`src/rtl/adc_sample_scheduler.sv`:
```
// -----------------------------------------------------------------------------
// adc_sample_scheduler
//
// Purpose:
//   Shares one serial ADC reader between two requesters: a free-running
//   periodic sample timer and a manual trigger (board switch). Each request
//   becomes one start/ack/done handshake with the reader. The result is
//   latched together with an unsigned "above threshold" flag for the LED and
//   comparator stage.
//
// Optional feature:
//   ADC_SCHED_TIMEOUT_EN - when defined, a watchdog aborts a conversion that
//   spends TIMEOUT cycles in START+WAIT and pulses timeout_err. When it is
//   undefined, the FSM waits for the reader indefinitely and timeout_err is
//   tied low.
//
// Parameters:
//   DATA_W   result width (ADC payload bits)
//   PERIOD   clk cycles between periodic requests (>= 8)
//   TIMEOUT  watchdog limit in cycles (used only with ADC_SCHED_TIMEOUT_EN)
//
// Ports:
//   clk          in   system clock, all logic on posedge
//   rst          in   asynchronous active-high reset
//   periodic_en  in   enables the periodic timer
//   manual_req   in   manual trigger level, a rising edge is one request
//   clr_ovr      in   clears the sticky overrun flag
//   rd_start     out  conversion request to the reader
//   rd_busy      in   reader busy (CS low), serves as the start acknowledge
//   rd_done      in   1-cycle pulse, rd_data valid
//   rd_data      in   reader result
//   threshold    in   comparator threshold
//   sample       out  last completed result
//   sample_valid out  1-cycle pulse when sample updates
//   above        out  sample > threshold (unsigned), held with sample
//   src_manual   out  1 when the last sample served a manual request
//   overrun      out  sticky, a periodic tick was lost
//   timeout_err  out  1-cycle pulse on watchdog abort
// -----------------------------------------------------------------------------
module adc_sample_scheduler #(
  parameter int DATA_W  = 8,
  parameter int PERIOD  = 1000,
  parameter int TIMEOUT = 64
) (
  input  logic              clk,
  input  logic              rst,
  input  logic              periodic_en,
  input  logic              manual_req,
  input  logic              clr_ovr,
  output logic              rd_start,
  input  logic              rd_busy,
  input  logic              rd_done,
  input  logic [DATA_W-1:0] rd_data,
  input  logic [DATA_W-1:0] threshold,
  output logic [DATA_W-1:0] sample,
  output logic              sample_valid,
  output logic              above,
  output logic              src_manual,
  output logic              overrun,
  output logic              timeout_err
);

  // Elaboration-time sanity checks on the configuration.
  if (PERIOD < 8) begin : g_bad_period
    $error("adc_sample_scheduler: PERIOD must be at least 8");
  end
  if (TIMEOUT < 2) begin : g_bad_timeout
    $error("adc_sample_scheduler: TIMEOUT must be at least 2");
  end

  localparam int CNT_W = $clog2(PERIOD);

  typedef enum logic [1:0] {
    ST_IDLE  = 2'd0,
    ST_START = 2'd1,
    ST_WAIT  = 2'd2
  } state_t;

  state_t              state_reg;
  logic [CNT_W-1:0]    cnt_reg;
  logic                manual_q_reg;
  logic                pend_m_reg;
  logic                pend_p_reg;
  logic                src_reg;
  logic                rd_start_reg;
  logic [DATA_W-1:0]   sample_reg;
  logic                sample_valid_reg;
  logic                above_reg;
  logic                src_manual_reg;
  logic                overrun_reg;

  logic                tick;
  logic                manual_rise;
  logic                take;
  logic                wd_expire;

  // ---------------------------------------------------------------------------
  // Request sources
  // ---------------------------------------------------------------------------
  assign tick        = periodic_en && (cnt_reg == CNT_W'(PERIOD - 1));
  assign manual_rise = manual_req && !manual_q_reg;

  // IDLE dispatches whatever is pending; this is the only place flags clear.
  assign take        = (state_reg == ST_IDLE) && (pend_m_reg || pend_p_reg);

  always_ff @(posedge clk or posedge rst) begin
    if (rst) begin
      cnt_reg <= '0;
    end else if (!periodic_en) begin
      cnt_reg <= '0;
    end else if (tick) begin
      cnt_reg <= '0;
    end else begin
      cnt_reg <= cnt_reg + 1'b1;
    end
  end

  always_ff @(posedge clk or posedge rst) begin
    if (rst) begin
      manual_q_reg <= 1'b0;
      pend_m_reg   <= 1'b0;
      pend_p_reg   <= 1'b0;
      overrun_reg  <= 1'b0;
    end else begin
      manual_q_reg <= manual_req;
      // A new request arriving on the dispatch cycle must not be swallowed
      // by the clear, so the set term dominates.
      pend_m_reg   <= manual_rise || (pend_m_reg && !take);
      pend_p_reg   <= tick || (pend_p_reg && !take);
      // Set dominates clear so a loss coinciding with clr_ovr is not hidden.
      if (tick && pend_p_reg) begin
        overrun_reg <= 1'b1;
      end else if (clr_ovr) begin
        overrun_reg <= 1'b0;
      end
    end
  end

  // ---------------------------------------------------------------------------
  // Watchdog (optional)
  // ---------------------------------------------------------------------------
`ifdef ADC_SCHED_TIMEOUT_EN
  localparam int WD_W = $clog2(TIMEOUT);

  logic [WD_W-1:0] wd_reg;
  logic            timeout_err_reg;

  // wd_reg is 0 on the first START cycle, so expiry on TIMEOUT-1 aborts
  // exactly TIMEOUT cycles after START entry.
  assign wd_expire   = (wd_reg == WD_W'(TIMEOUT - 1));
  assign timeout_err = timeout_err_reg;

  always_ff @(posedge clk or posedge rst) begin
    if (rst) begin
      wd_reg <= '0;
    end else if (state_reg == ST_IDLE) begin
      wd_reg <= '0;
    end else begin
      wd_reg <= wd_reg + 1'b1;
    end
  end
`else
  assign wd_expire   = 1'b0;
  assign timeout_err = 1'b0;
`endif

  // ---------------------------------------------------------------------------
  // Conversion sequencer with registered outputs
  // ---------------------------------------------------------------------------
  always_ff @(posedge clk or posedge rst) begin
    if (rst) begin
      state_reg        <= ST_IDLE;
      src_reg          <= 1'b0;
      rd_start_reg     <= 1'b0;
      sample_reg       <= '0;
      sample_valid_reg <= 1'b0;
      above_reg        <= 1'b0;
      src_manual_reg   <= 1'b0;
`ifdef ADC_SCHED_TIMEOUT_EN
      timeout_err_reg  <= 1'b0;
`endif
    end else begin
      sample_valid_reg <= 1'b0;
`ifdef ADC_SCHED_TIMEOUT_EN
      timeout_err_reg  <= 1'b0;
`endif
      case (state_reg)
        ST_IDLE: begin
          if (take) begin
            state_reg    <= ST_START;
            rd_start_reg <= 1'b1;
            // Manual wins attribution when both requests are merged.
            src_reg      <= pend_m_reg;
          end
        end

        ST_START: begin
          if (wd_expire) begin
            state_reg       <= ST_IDLE;
            rd_start_reg    <= 1'b0;
`ifdef ADC_SCHED_TIMEOUT_EN
            timeout_err_reg <= 1'b1;
`endif
          end else if (rd_busy) begin
            state_reg    <= ST_WAIT;
            rd_start_reg <= 1'b0;
          end
        end

        ST_WAIT: begin
          // A completion on the expiry cycle is still a good result.
          if (rd_done) begin
            state_reg        <= ST_IDLE;
            sample_reg       <= rd_data;
            above_reg        <= (rd_data > threshold);
            src_manual_reg   <= src_reg;
            sample_valid_reg <= 1'b1;
          end else if (wd_expire) begin
            state_reg       <= ST_IDLE;
`ifdef ADC_SCHED_TIMEOUT_EN
            timeout_err_reg <= 1'b1;
`endif
          end
        end

        default: begin
          state_reg    <= ST_IDLE;
          rd_start_reg <= 1'b0;
        end
      endcase
    end
  end

  assign rd_start     = rd_start_reg;
  assign sample       = sample_reg;
  assign sample_valid = sample_valid_reg;
  assign above        = above_reg;
  assign src_manual   = src_manual_reg;
  assign overrun      = overrun_reg;

endmodule
```
`config.mk`:
```
export PLATFORM = sky130hd
export DESIGN_NAME = adc_sample_scheduler
export DESIGN_NICKNAME = d
export VERILOG_FILES = /design/src/rtl/adc_sample_scheduler.sv
export SDC_FILE = /design/constraint.sdc
export NUM_CORES = 1
export LEC_CHECK = 0
export ABC_AREA = 1
export ABC_CLOCK_PERIOD_IN_PS = 1100
export BUFFER_PORTS_ARGS = -buffer_cell sky130_fd_sc_hd__buf_2
export CAP_MARGIN = 25
export CORE_AREA = 2 2 53 91
export DETAILED_ROUTE_END_ITERATION = 8
export DIE_AREA = 0 0 55 93
export PLACE_DENSITY = 0.59
export SLEW_MARGIN = 25
export SYNTH_ARGS = -nofsm -noshare
export SYNTH_HDL_FRONTEND = slang
export SYNTH_SLANG_ARGS = --single-unit
```
`constraint.sdc`:
```
create_clock -name clk -period 1.1 [get_ports clk]
set_clock_uncertainty 0.05 [all_clocks]
set_input_delay 0.33 -clock clk [delete_from_list [all_inputs] [get_ports clk]]
set_output_delay 0.33 -clock clk [all_outputs]
set_load 0.02 [all_outputs]
```
==> flow_summary.toml <==
[yosys]
synth_area_leaders = "dfrtp_1 (51%), nand2_1 (13%), ha_1 (7.9%)"
syn_inst = 170
yosysUniqueCellTypes = 22
synth_nets = 202
synth_ff_type = "dfrtp_1"
async_reset_ff_frac = 1.00
synth_area_um2 = 1430
yosysWarnings = 0
synth.most_common_cell = "nand2_1"
syn-mean-instance-area_um2 = 8.41
synth-edff-count = 0
ys_ff_latch = 29
seq_area_frac_synth = 0.508
synth_top_area_cell = "dfrtp_1"
synthTopCellsByCount = "nand2_1 (51), dfrtp_1 (29), inv_1 (28)"
synth_top_area_share = 0.508

[flow_run]
drv_cap = 0

[power]
p_leak_nw = 1.20
vdd_drop_max_v = 0.00135
powerDensity_nw_per_um2 = 1760

[timing]
slew_viol_final = 0
fin_crit_ns = 1.20
period_share = 1.10
hold_violations = 0
timing.fmax_ghz = 0.830
hold_ws_ns = 0.0218
rsz0062_at_grt = "yes"
finalSetupViolations = 24
setup_slack_ns = -0.105

[critical_path]
startpoint = "above$_DFFE_PP0P_"
r2r_slack_ns = -0.10
cp_cell_sequence = "buf_6"
critPathRequiredTime_ns = 0.72
reg2reg_to = "cnt_reg[4]$_DFF_PP0_"
crit_end = "above"
start_kind = "flop"
critPathKind = "flop to output port"
slowest_delay_ns = 0.40
worstPathMaxFanout = 2
cp-end-kind = "output port"
r2r_start = "cnt_reg[0]$_DFF_PP0_"
cp_slowest_cell = "dfrtp_1"
crit_buf_inv = 1
ff2ff_path_depth = 6
critPathArrivalTime_ns = 0.82
critPathTopFamily = "flip-flops"
crit_cells = 1

[routing]
drt-pass1-iter-count = 4
ant_nets = 0
drcViolationCount = 0
via_count = 1301
finalWirelength_um = 3280
dr.first_iter.drc_count = 17
vias_per_cell = 4.55
routedWlPerCell_um = 11.5

[final_layout]
syn_to_final_growth_pct = 54.6
drive_gt1_frac = 0.451
nNetsFinal = 267
postLayoutCellArea_um2 = 2210
largest_reg_flops = 10
final_util = 0.501
num_antenna_cells = 0

[grt]
antenna_found_initial = 0
overflow = 0
grt_pass1_wl_um = 5560
grt_max_degree = 30
grt_use_total = 0.150
grt_pass1_vias = 1349

[die]
core_area_um2 = 4400
die_x_um = 55
io_pins = 37
dieHeight_um = 93
rows = 32
initial_core_util = 0.324
die-area_um2 = 5120

[clock_tree]
cts_tree = "built"
clkTransAtPathRegs_ns = 0.06
h-tree-depth = 2
insertion_delay_ns = 0.28
postCtsHoldBufs = 0
clock_sinks = 29
clk_path_buf_depth = 2
clock-root-buffer = "clkbuf_8"
cts-buffers-inserted = 5

[place]
hpwlAfterDp_um = 2360
place.port_buffers = 35
dpl_worst_slack_ns = -0.214
postPlaceCellArea_um2 = 1850
gp_congestion = 0.679

[outcome]
status = "finished, violations left"
violations = "negative setup slack"

[min_path]
min_path_type = "primary input to asynchronous set/reset pin"
-- final cells by class --
type | count | area (um^2)
fill | 444 | 2200
clock buffer | 7 | 86.3
multi-input combinational | 110 | 761
sequential | 29 | 727
inverter | 29 | 113
timing repair buffer | 60 | 458
tap | 51 | 63.8
-- kinds of logic (layout without fill, tap and decap cells) --
family | Yosys count | in the layout | share of synthesized area
simple gates | 80 | 80 | 0.241
buf+inv | 31 | 96 | 0.0849
flops | 29 | 29 | 0.508
compound gates | 16 | 16 | 0.0604
fa+ha+maj | 9 | 9 | 0.0788
xor+xnor | 4 | 4 | 0.0245
other cells | 1 | 1 | 0.00262
-- tightest hold or removal path, stage by stage --
cell,delay (ns)
buf_2,0.09
inv_1,0.08
buf_12,0.20
-- cells in the final DEF, fill, tap and decap left out, types with 2 or more instances in the layout --
cell type  count
nand2_2        5
inv_2          6
nand2_4        3
ha_1           3
o21ai_0        4
clkbuf_8       6
inv_1         21
dfrtp_1       28
nand3_2        2
o22ai_1        2
nand3_4        2
buf_6         14
ha_4           5
nor2_2         3
nand2_1       46
nor2_4         3
buf_4         22
buf_2         23
xor2_1         3
nor3_4         2
nor2_1        11
nor3_2         2
a21oi_1        5
-- power breakdown --
part	total, mW	internal (mW)	switching [mW]
Clock	0.881	0.495	0.386
Combinational	1.46	0.741	0.723
Sequential	1.55	1.33	0.219
Total	3.90	2.57	1.33
-- how the worst min path moves through the flow --
stage / endpoint / slack (ns) / cells after the start
4_1_cts: cnt_reg[1]$_DFF_PP0_ / 0.03 / 3
6_report: sample[0]$_DFFE_PP0P_ / 0.02 / 3
3_5_place_dp: sample[0]$_DFFE_PP0P_ / 0.33 / 3
2_1_floorplan: manual_q_reg$_DFF_PP0_ / 0.31 / 0
3_3_place_gp: sample[0]$_DFFE_PP0P_ / 0.33 / 3
5_1_grt: sample[0]$_DFFE_PP0P_ / 0.04 / 3
-- stage by stage --
stage,TNS [ns],power (mW),cells
global placement,-1.47,2.57,269
finish,-1.86,3.90,286
detailed placement,-1.55,2.59,269
global route,-3.29,4.16,286
floorplan,-0.00152,2.13,170
CTS,-2.01,3.82,279
-- timing repair --
| item | CTS | global route |
|---|---|---|
| resized for setup | 42 | 15 |
| endpoints found under the setup margin | 36 | 29 |
| pin swaps | 5 | 2 |
| cloned | 0 | 1 |
| hold endpoints to repair | 0 | 0 |
| buffers inserted | 3 | 6 |
-- metal layers --
layer | GRT usage | wire (um) | vias to the layer above
li1 | - | - | 650
met2 | 0.267 | 1860 | 36
met1 | 0.155 | 1230 | 608
met3 | 0.0415 | 133 | 7
met5 | 0 | 0 | -
met4 | 0.0610 | 67 | 0
(Power assumes the default switching activity.)
